## src/rtl/sequence_detector_pkg.sv

```systemverilog
// Shared types and constants for the 12-bit sync-word detector
// (pattern 1110_1101_1011, MSB arrives first).
package sequence_detector_pkg;

   // Sk: the last k bits received match the first k pattern bits (longest such k)
   typedef enum logic [3:0] {
      S0  = 4'd0,
      S1  = 4'd1,
      S2  = 4'd2,
      S3  = 4'd3,
      S4  = 4'd4,
      S5  = 4'd5,
      S6  = 4'd6,
      S7  = 4'd7,
      S8  = 4'd8,
      S9  = 4'd9,
      S10 = 4'd10,
      S11 = 4'd11,
      S12 = 4'd12
   } state_t;

   localparam logic [11:0] PATTERN     = 12'b1110_1101_1011;
   localparam int unsigned PATTERN_LEN = 12;

endpackage

```

## src/rtl/sequence_detector_if.sv

```systemverilog
// Serial link between a bit source and the sync-word detector:
// one data bit per clock and the detect pulse coming back.
interface sequence_detector_if;
   logic x_i;
   logic det_o;

   modport master (output x_i, input det_o);
   modport slave  (input x_i, output det_o);
endinterface

```

## src/rtl/sequence_detector.sv

```systemverilog
// Moore FSM that pulses det_o for one cycle each time the last 12 serial bits
// equal the sync word; overlapping occurrences are detected.
module sequence_detector
   import sequence_detector_pkg::*;
(
   input  logic               clk,
   input  logic               reset,
   sequence_detector_if.slave bus
);

   state_t state_r;
   state_t next_s;
   logic   det_r;

   // Next-state: on a mismatch fall back to the longest border still valid.
   // S12 behaves as S2 because the pattern's longest proper border is "11".
   always_comb begin
      next_s = S0;
      case (state_r)
         S0:      next_s = bus.x_i ? S1  : S0;
         S1:      next_s = bus.x_i ? S2  : S0;
         S2:      next_s = bus.x_i ? S3  : S0;
         S3:      next_s = bus.x_i ? S3  : S4;
         S4:      next_s = bus.x_i ? S5  : S0;
         S5:      next_s = bus.x_i ? S6  : S0;
         S6:      next_s = bus.x_i ? S3  : S7;
         S7:      next_s = bus.x_i ? S8  : S0;
         S8:      next_s = bus.x_i ? S9  : S0;
         S9:      next_s = bus.x_i ? S3  : S10;
         S10:     next_s = bus.x_i ? S11 : S0;
         S11:     next_s = bus.x_i ? S12 : S0;
         S12:     next_s = bus.x_i ? S3  : S0;
         default: next_s = S0;
      endcase
   end

   // State register with det_o registered alongside so it tracks state == S12
   always_ff @(posedge clk) begin
      if (reset) begin
         state_r <= S0;
         det_r   <= 1'b0;
      end else begin
         state_r <= next_s;
         det_r   <= (next_s == S12);
      end
   end

   assign bus.det_o = det_r;

endmodule

```

## src/flat_wrapper.sv

```systemverilog
// flat-port wrapper written by rule: the top's interface ports become plain ports
module sequence_detector_flat import sequence_detector_pkg::*;
  (clk, reset, bus_x_i, bus_det_o);
  sequence_detector_if bus_i ();
  input  logic clk;
  input  logic reset;
  input wire logic [$bits(bus_i.x_i)-1:0] bus_x_i;
  output wire logic [$bits(bus_i.det_o)-1:0] bus_det_o;
  assign bus_i.x_i = bus_x_i;
  assign bus_det_o = bus_i.det_o;
  sequence_detector u_core (.clk(clk), .reset(reset), .bus(bus_i));
endmodule
```

## config.mk

```make
export PLATFORM = sky130hd
export DESIGN_NAME = sequence_detector_flat
export DESIGN_NICKNAME = d
export VERILOG_FILES = /design/src/rtl/sequence_detector_pkg.sv /design/src/rtl/sequence_detector_if.sv /design/src/rtl/sequence_detector.sv /design/src/flat_wrapper.sv
export SDC_FILE = /design/constraint.sdc
export NUM_CORES = 1
export LEC_CHECK = 0
export ABC_AREA = 1
export CELL_PAD_IN_SITES_DETAIL_PLACEMENT = 1
export CELL_PAD_IN_SITES_GLOBAL_PLACEMENT = 1
export CORE_MARGIN = 8
export CORE_UTILIZATION = 24
export DETAILED_ROUTE_END_ITERATION = 8
export DONT_BUFFER_PORTS = 1
export PLACE_DENSITY = 0.52
export SLEW_MARGIN = 10
export SYNTH_ARGS = -nofsm -noshare
export SYNTH_HDL_FRONTEND = slang
export SYNTH_SLANG_ARGS = --single-unit
export TNS_END_PERCENT = 20
```

## constraint.sdc

```tcl
create_clock -name clk -period 1.12 [get_ports clk]
set_input_delay 0.28 -clock clk [delete_from_list [all_inputs] [get_ports clk]]
set_output_delay 0.28 -clock clk [all_outputs]
set_load 0.03 [all_outputs]
```

==> results of run 1 <==
[cells in the final DEF (no fill, tap or decap), types with 2 or more instances in the layout]
cell type	n
dfxtp_2	4
inv_1	7
nand2_1	14
nand3_2	2
clkbuf_4	3
nand2_2	4
nor2_1	13
buf_4	2
nor2_2	4
inv_2	3
a21oi_1	2
nand3_1	2
[final cells by class]
| type | count | share of cell area, % |
|---|---|---|
| Tap cell | 15 | 4.52 |
| Sequential cell | 5 | 25.3 |
| Clock buffer | 4 | 6.33 |
| Inverter | 11 | 9.94 |
| Timing Repair Buffer | 2 | 3.61 |
| Multi-Input combinational cell | 44 | 50.3 |
[sequential cells by signal (all words and copies together) (netlist names)]
register          flops
u_core.bus.det_o      1
u_core.state_r        4
[logic make-up after synthesis]
logic type             count (synthesis)
AOI/OAI and AO/OA                      4
and+or+nand+nor                       40
buffers and inverters                 11
DFF                                    5
[where the power goes]
group,internal [mW],switching [mW],leakage (nW)
combinational,0.0155,0.0222,0.158
clock,0.135,0.0752,0.0150
sequential,0.184,0.00701,0.0424
[final timing paths]
path                            slack, ns  depth (start not counted)                           end
worst max-delay path                 0.10                          0                     bus_det_o
worst min-delay path                 0.09                          1  u_core.state_r[2]$_SDFF_PP0_
worst max register to register       0.11                          7  u_core.state_r[1]$_SDFF_PP0_
worst min register to register       0.53                          2   u_core.bus.det_o$_SDFF_PP0_
[per-layer routing]
metal / GRT usage (%) / wire length [um]
met4: 3.78 / 0
met2: 12.9 / 460
met1: 7.87 / 414
met3: 4.76 / 42
met5: 0 / 0
[per-stage QoR]
stage / setup slack [ns] / total power, mW / util (%) / cells
global placement: 0.0359 / 0.230 / 28.2 / 77
floorplan: 0.189 / 0.218 / - / 60
detailed placement: 0.0423 / 0.229 / 28.2 / 77
CTS: 0.0285 / 0.448 / 30.2 / 81
finish: 0.102 / 0.438 / 31.9 / 81
global route: 0.00915 / 0.474 / 31.9 / 81
[cells in the mapped netlist]
library cell	instances	area share, %
nor3_1	1	1.5
nand3_1	3	4.5
inv_2	2	2.3
nor2_2	1	1.9
o21bai_1	1	2.3
nor2_1	16	18
nand2_1	16	18
a21oi_1	2	3.0
o21ai_0	1	1.5
nand2_2	2	3.8
clkinv_1	1	1.1
inv_1	8	9.0
dfxtp_1	5	30
nand3_2	1	3.0
==> Flow_metrics.wiki, run 1 <==
{| class="wikitable"
! Metric !! Value
|-
| Result of the run || finished clean
|-
| Mean area per synthesized cell || 5.55 um^2
|-
| Placement-stage cell area || 367 um^2
|-
| Critical hold path startpoint || reset
|-
| Filler Cells Inserted || 183
|-
| Post-synthesis xor/xnor area fraction || 0%
|-
| Routability-driven placement congestion ratio || 0.759
|-
| Number of failing setup endpoints in the final timing report || 0
|-
| Proportion of synthesized chip area in sequential cells || 30.1%
|-
| Setup repair after global routing missed its margin || false
|-
| Fraction of final layout cells with drive strength greater than 1 || 33.3%
|-
| First element of the critical path || u_core.bus.det_o$_SDFF_PP0_
|-
| Number of H-tree levels || 1
|-
| Number of antenna violations at the first check in global routing || 0
|-
| Crit Path Class || reg -> out
|-
| Max-slew violation count || 0
|-
| Transition time at the pin with the least slew margin || 0.312 ns
|-
| Crit share post-route || 90.9%
|-
| Required time at the endpoint of the critical path || 0.84 ns
|-
| Final-report hold violation count || 0
|-
| Final Critical Period || 1.02 ns
|-
| CTS Buf Count || 3
|-
| Number of standard-cell rows in the floorplan || 13
|-
| Fmax || 982 MHz
|-
| Detailed Route Iter0 Violations || 2
|-
| Minimum hold slack || 0.0943 ns
|-
| Worst clock skew || 0.00339 ns
|-
| Synth Register Bits || 5
|-
| Worst-case clock buffer depth || 2
|-
| Number of iterations in the first detailed-routing pass || 2
|-
| Postcts setup bufs || 0
|-
| Post-Syn Area || 333 um^2
|-
| Clock slew at the register clock pins of the worst setup and hold paths || 0.05 ns
|-
| Number of nets produced by synthesis || 63
|-
| Compound-gate portion of the synthesized area || 6.77%
|-
| Count of synthesis-stage warnings from yosys || 0
|-
| CTS hold repair buffers || 0
|-
| Share of synthesized cell area in and, or, nand and nor gates || 50.8%
|-
| Worst skew pair latency || 0.24 ns
|-
| Initial cell density of the core || 25.6%
|-
| Worst r2r src || u_core.state_r[0]$_SDFF_PP0_
|-
| Adder and majority gate portion of the synthesized area || 0%
|-
| Final std cell area, no fill || 415 um^2
|-
| Number of nets with antenna violations after routing || 0
|-
| Number of global-route vias before repair || 402
|-
| CTS tree || yes
|-
| Remaining global-route overflow || 0
|-
| Die ar. || 0.00283 mm^2
|-
| Number of distinct library cells after synthesis || 14
|-
| Horizontal extent of the die || 53.2 um
|-
| HPWL after detailed placement || 727 um
|-
| Power per unit of standard cell area || 1060 mW/mm^2
|-
| Relative slew margins || 79.1%
|-
| Core region area || 0.00130 mm^2
|-
| DRT Wirelength || 917 um
|-
| Area grow syn2layout || 24.8%
|-
| WL per Instance || 11.3 um
|-
| Nets@finish || 70
|-
| Synthesized instance count || 60
|-
| Top-level port count || 4
|-
| Antenna cells || 0
|-
| Type of the worst min-delay path || in -> reg
|-
| Setup TNS Final || 0 ns
|-
| Avg Vias per Cell || 4.46
|-
| Maximum VDD drop || 0.545 mV
|-
| Global Route Usage Sum || 7.93%
|-
| Critical path capture point type || primary output
|-
| Max_cap viols || 0
|-
| Leakage component of the power || 0.215 nW
|-
| WP data arrival || 0.74 ns
|-
| Startpoint kind of the worst setup timing path || register
|-
| Worst-path fanout max || 1
|-
| Footprint of the flip-flops and latches || 105 um^2
|-
| Vert. Die Dim || 53.2 um
|-
| Quantity of gates resized following cts || 0
|-
| Maximum number of pins on one net before global-route repair || 7
|-
| Largest family of logic cells by synthesized area || simple AND/OR/NAND/NOR gates
|-
| Portion of netlist area occupied by mux cells || 0%
|-
| Clock tree root driver cell || clkbuf_4
|-
| Number of buffers inserted by port buffering || 0
|-
| DRC errors left || 0
|-
| Multi-input logic area || 209 um^2
|-
| First-pass GRT wire length || 1600 um
|-
| Total via count after detailed routing || 361
|-
| Clock sink total || 5
|}
Power figures use the tool's default switching activity.
==> run 2: changes to the inputs <==
--- a/config.mk
+++ b/config.mk
@@ -6,6 +6,7 @@
 export NUM_CORES = 1
 export LEC_CHECK = 0
 export ABC_AREA = 1
+export ABC_CLOCK_PERIOD_IN_PS = 1120
 export CELL_PAD_IN_SITES_DETAIL_PLACEMENT = 1
 export CELL_PAD_IN_SITES_GLOBAL_PLACEMENT = 1
 export CORE_MARGIN = 8
==> results of run 2 <==
Same layout as run 1: the final DEF is identical, and so are final timing and power.
==> run 3: changes to the inputs <==
--- a/config.mk
+++ b/config.mk
@@ -11,9 +11,11 @@
 export CELL_PAD_IN_SITES_GLOBAL_PLACEMENT = 1
 export CORE_MARGIN = 8
 export CORE_UTILIZATION = 24
+export CTS_CLUSTER_DIAMETER = 40
 export DETAILED_ROUTE_END_ITERATION = 8
 export DONT_BUFFER_PORTS = 1
-export PLACE_DENSITY = 0.52
+export PLACE_DENSITY_LB_ADDON = 0.1
+export REMOVE_ABC_BUFFERS = 1
 export SLEW_MARGIN = 10
 export SYNTH_ARGS = -nofsm -noshare
 export SYNTH_HDL_FRONTEND = slang
==> Flow_metrics.wiki, run 3 (same netlist as run 1, synthesis figures left out) <==
{| class="wikitable"
! Metric !! Value
|-
| Type of the worst min-delay path || in -> reg
|-
| Horizontal extent of the die || 53.2 um (unchanged)
|-
| Number of antenna violations at the first check in global routing || 0 (unchanged)
|-
| Avg Vias per Cell || 4.52 (+1.4%)
|-
| Final std cell area, no fill || 409 um^2 (-1.5%)
|-
| Crit-path cells || inv_2 > nand2_1 > nor2_2 > inv_1 > nand2_1 > nand2_1 > a21oi_2
|-
| Maximum number of pins on one net before global-route repair || 7 (unchanged)
|-
| Core region area || 0.00130 mm^2 (unchanged)
|-
| Number of buffers inserted by port buffering || 0 (unchanged)
|-
| Setup repair after global routing missed its margin || true
|-
| Antenna cells || 0 (unchanged)
|-
| Vert. Die Dim || 53.2 um (unchanged)
|-
| Remaining global-route overflow || 0 (unchanged)
|-
| Number of global-route vias before repair || 359 (-11%)
|-
| Relative slew margins || 80.0% (+0.89 points)
|-
| Detailed Route Iter0 Violations || 5 (+3)
|-
| Cell count along the critical path || 7 (+7)
|-
| Filler Cells Inserted || 189 (+3.3%)
|-
| Routability-driven placement congestion ratio || 0.800 (+5.4%)
|-
| Worst-case clock buffer depth || 2 (unchanged)
|-
| WP data arrival || 1.20 ns (+0.46 ns)
|-
| Number of flip-flops in the largest register || 4 (unchanged)
|-
| Number of iterations in the first detailed-routing pass || 4 (+2)
|-
| Max-slew violation count || 0 (unchanged)
|-
| Critical-path top delay cell || dfxtp_2
|-
| WL per Instance || 11.4 um (+0.52%)
|-
| Leakage component of the power || 0.206 nW (-4.4%)
|-
| Power per unit of standard cell area || 1070 mW/mm^2 (+1.5%)
|-
| Worst path buffer plus inverter count || 2
|-
| Cell class contributing the biggest share of worst-path delay || flip-flops
|-
| Worst clock skew || 0.00251 ns (-0.000884 ns)
|-
| Final Critical Period || 1.03 ns (+0.0118 ns)
|-
| Number of failing setup endpoints in the final timing report || 0 (unchanged)
|-
| Global Route Usage Sum || 7.33% (-0.61 points)
|-
| Crit share post-route || 91.9% (+1.1 points)
|-
| Transition time at the pin with the least slew margin || 0.299 ns (-0.0133 ns)
|-
| Register ranked first by flip-flop count || u_core.state_r
|-
| Reg-to-reg slack, setup || 0.09 ns (-0.02 ns)
|-
| Postcts setup bufs || 0 (unchanged)
|-
| Max_cap viols || 0 (unchanged)
|-
| Number of H-tree levels || 1 (unchanged)
|-
| Worst skew pair latency || 0.24 ns (about the same)
|-
| Crit Path Class || reg -> reg
|-
| Multi-input logic area || 215 um^2 (+3.0%)
|-
| Terminus of the critical flop-to-flop path || u_core.state_r[2]$_SDFF_PP0_
|-
| Setup TNS Final || 0 ns (unchanged)
|-
| Quantity of gates resized following cts || 0 (unchanged)
|-
| Clock slew at the register clock pins of the worst setup and hold paths || 0.04 ns (about the same)
|-
| Total via count after detailed routing || 357 (-1.1%)
|-
| Startpoint kind of the worst setup timing path || register
|-
| Stage delay of the slowest cell on the critical path || 0.35 ns
|-
| Worst-path fanout max || 6 (+5)
|-
| Number of standard-cell rows in the floorplan || 13 (unchanged)
|-
| Die ar. || 0.00283 mm^2 (unchanged)
|-
| Maximum VDD drop || 0.614 mV (+13%)
|-
| Result of the run || finished clean
|-
| Initial cell density of the core || 25.6% (unchanged)
|-
| CTS tree || yes
|-
| Footprint of the flip-flops and latches || 108 um^2 (+2.4%)
|-
| Final-report hold violation count || 0 (unchanged)
|-
| Worst r2r src || u_core.state_r[0]$_SDFF_PP0_
|-
| Minimum hold slack || 0.0917 ns (-0.00270 ns)
|-
| Top-level port count || 4 (unchanged)
|-
| Nets@finish || 68 (-2.9%)
|-
| Fraction of final layout cells with drive strength greater than 1 || 29.7% (-3.6 points)
|-
| Critical path capture point type || register
|-
| Clock tree root driver cell || clkbuf_4
|-
| Count of cells along the worst register-to-register path || 7 (unchanged)
|-
| CP endpoint || u_core.state_r[2]$_SDFF_PP0_
|-
| First-pass GRT wire length || 1470 um (-8.2%)
|-
| Placement-stage cell area || 352 um^2 (-4.1%)
|-
| Most used cell along the critical path || nand2_1
|-
| Most frequent standard cell in the layout excluding fill and tap cells || nand2_1
|-
| HPWL after detailed placement || 705 um (-3.1%)
|-
| Number of nets with antenna violations after routing || 0 (unchanged)
|-
| DRT Wirelength || 899 um (-2.0%)
|-
| CTS Buf Count || 3 (unchanged)
|-
| DRC errors left || 0 (unchanged)
|-
| Post-layout instance count excluding filler cells || 79 (-2.5%)
|-
| Most frequent cells in the layout || nand2_1, nor2_1, inv_1
|-
| Required time at the endpoint of the critical path || 1.29 ns (+0.45 ns)
|-
| First element of the critical path || u_core.state_r[0]$_SDFF_PP0_
|-
| Area grow syn2layout || 22.9%
|-
| CTS hold repair buffers || 0 (unchanged)
|-
| Clock sink total || 5 (unchanged)
|-
| Cells after DPL || 75 (-2.6%)
|-
| Fmax || 971 MHz (-1.1%)
|}
==> run 3: final cells by class <==
cell class / count / share of cell area, %
clock buffers: 4 / 6.42
inverters: 11 / 10.1
multi-input cells: 44 / 52.6
flip-flops and latches: 5 / 26.3
well taps: 15 / 4.59
==> run 3: how the worst min path moves through the flow <==
stage,start,to,depth (start not counted)
after floorplan,reset,u_core.state_r[2]$_SDFF_PP0_,1
after global placement,reset,u_core.state_r[1]$_SDFF_PP0_,1
after detailed placement,reset,u_core.state_r[1]$_SDFF_PP0_,1
after CTS,reset,u_core.state_r[1]$_SDFF_PP0_,1
after global routing,reset,u_core.state_r[1]$_SDFF_PP0_,1
final,reset,u_core.state_r[2]$_SDFF_PP0_,1
==> run 3: layer usage <==
metal	GRT usage, %	routed length (um)	up-vias
li1	-	-	188
met1	7.58	400	160
met2	11.3	430	5
met3	2.80	43	4
met4	6.30	24	0
met5	0	0	-
==> run 3: through the flow <==
stage | power, mW | setup slack, ns | utilization (%)
floorplan | 0.218 | 0.189 | -
global placement | 0.227 | 0.0225 | 27.0
detailed placement | 0.226 | 0.0169 | 27.0
CTS | 0.444 | 0.00838 | 29.0
global route | 0.459 | -0.00818 | 31.4
finish | 0.438 | 0.0903 | 31.4
==> run 3: report_power, final <==
part,internal [mW],switching (mW)
Combinational,0.0133,0.0214
Clock,0.135,0.0779
Sequential,0.182,0.00832
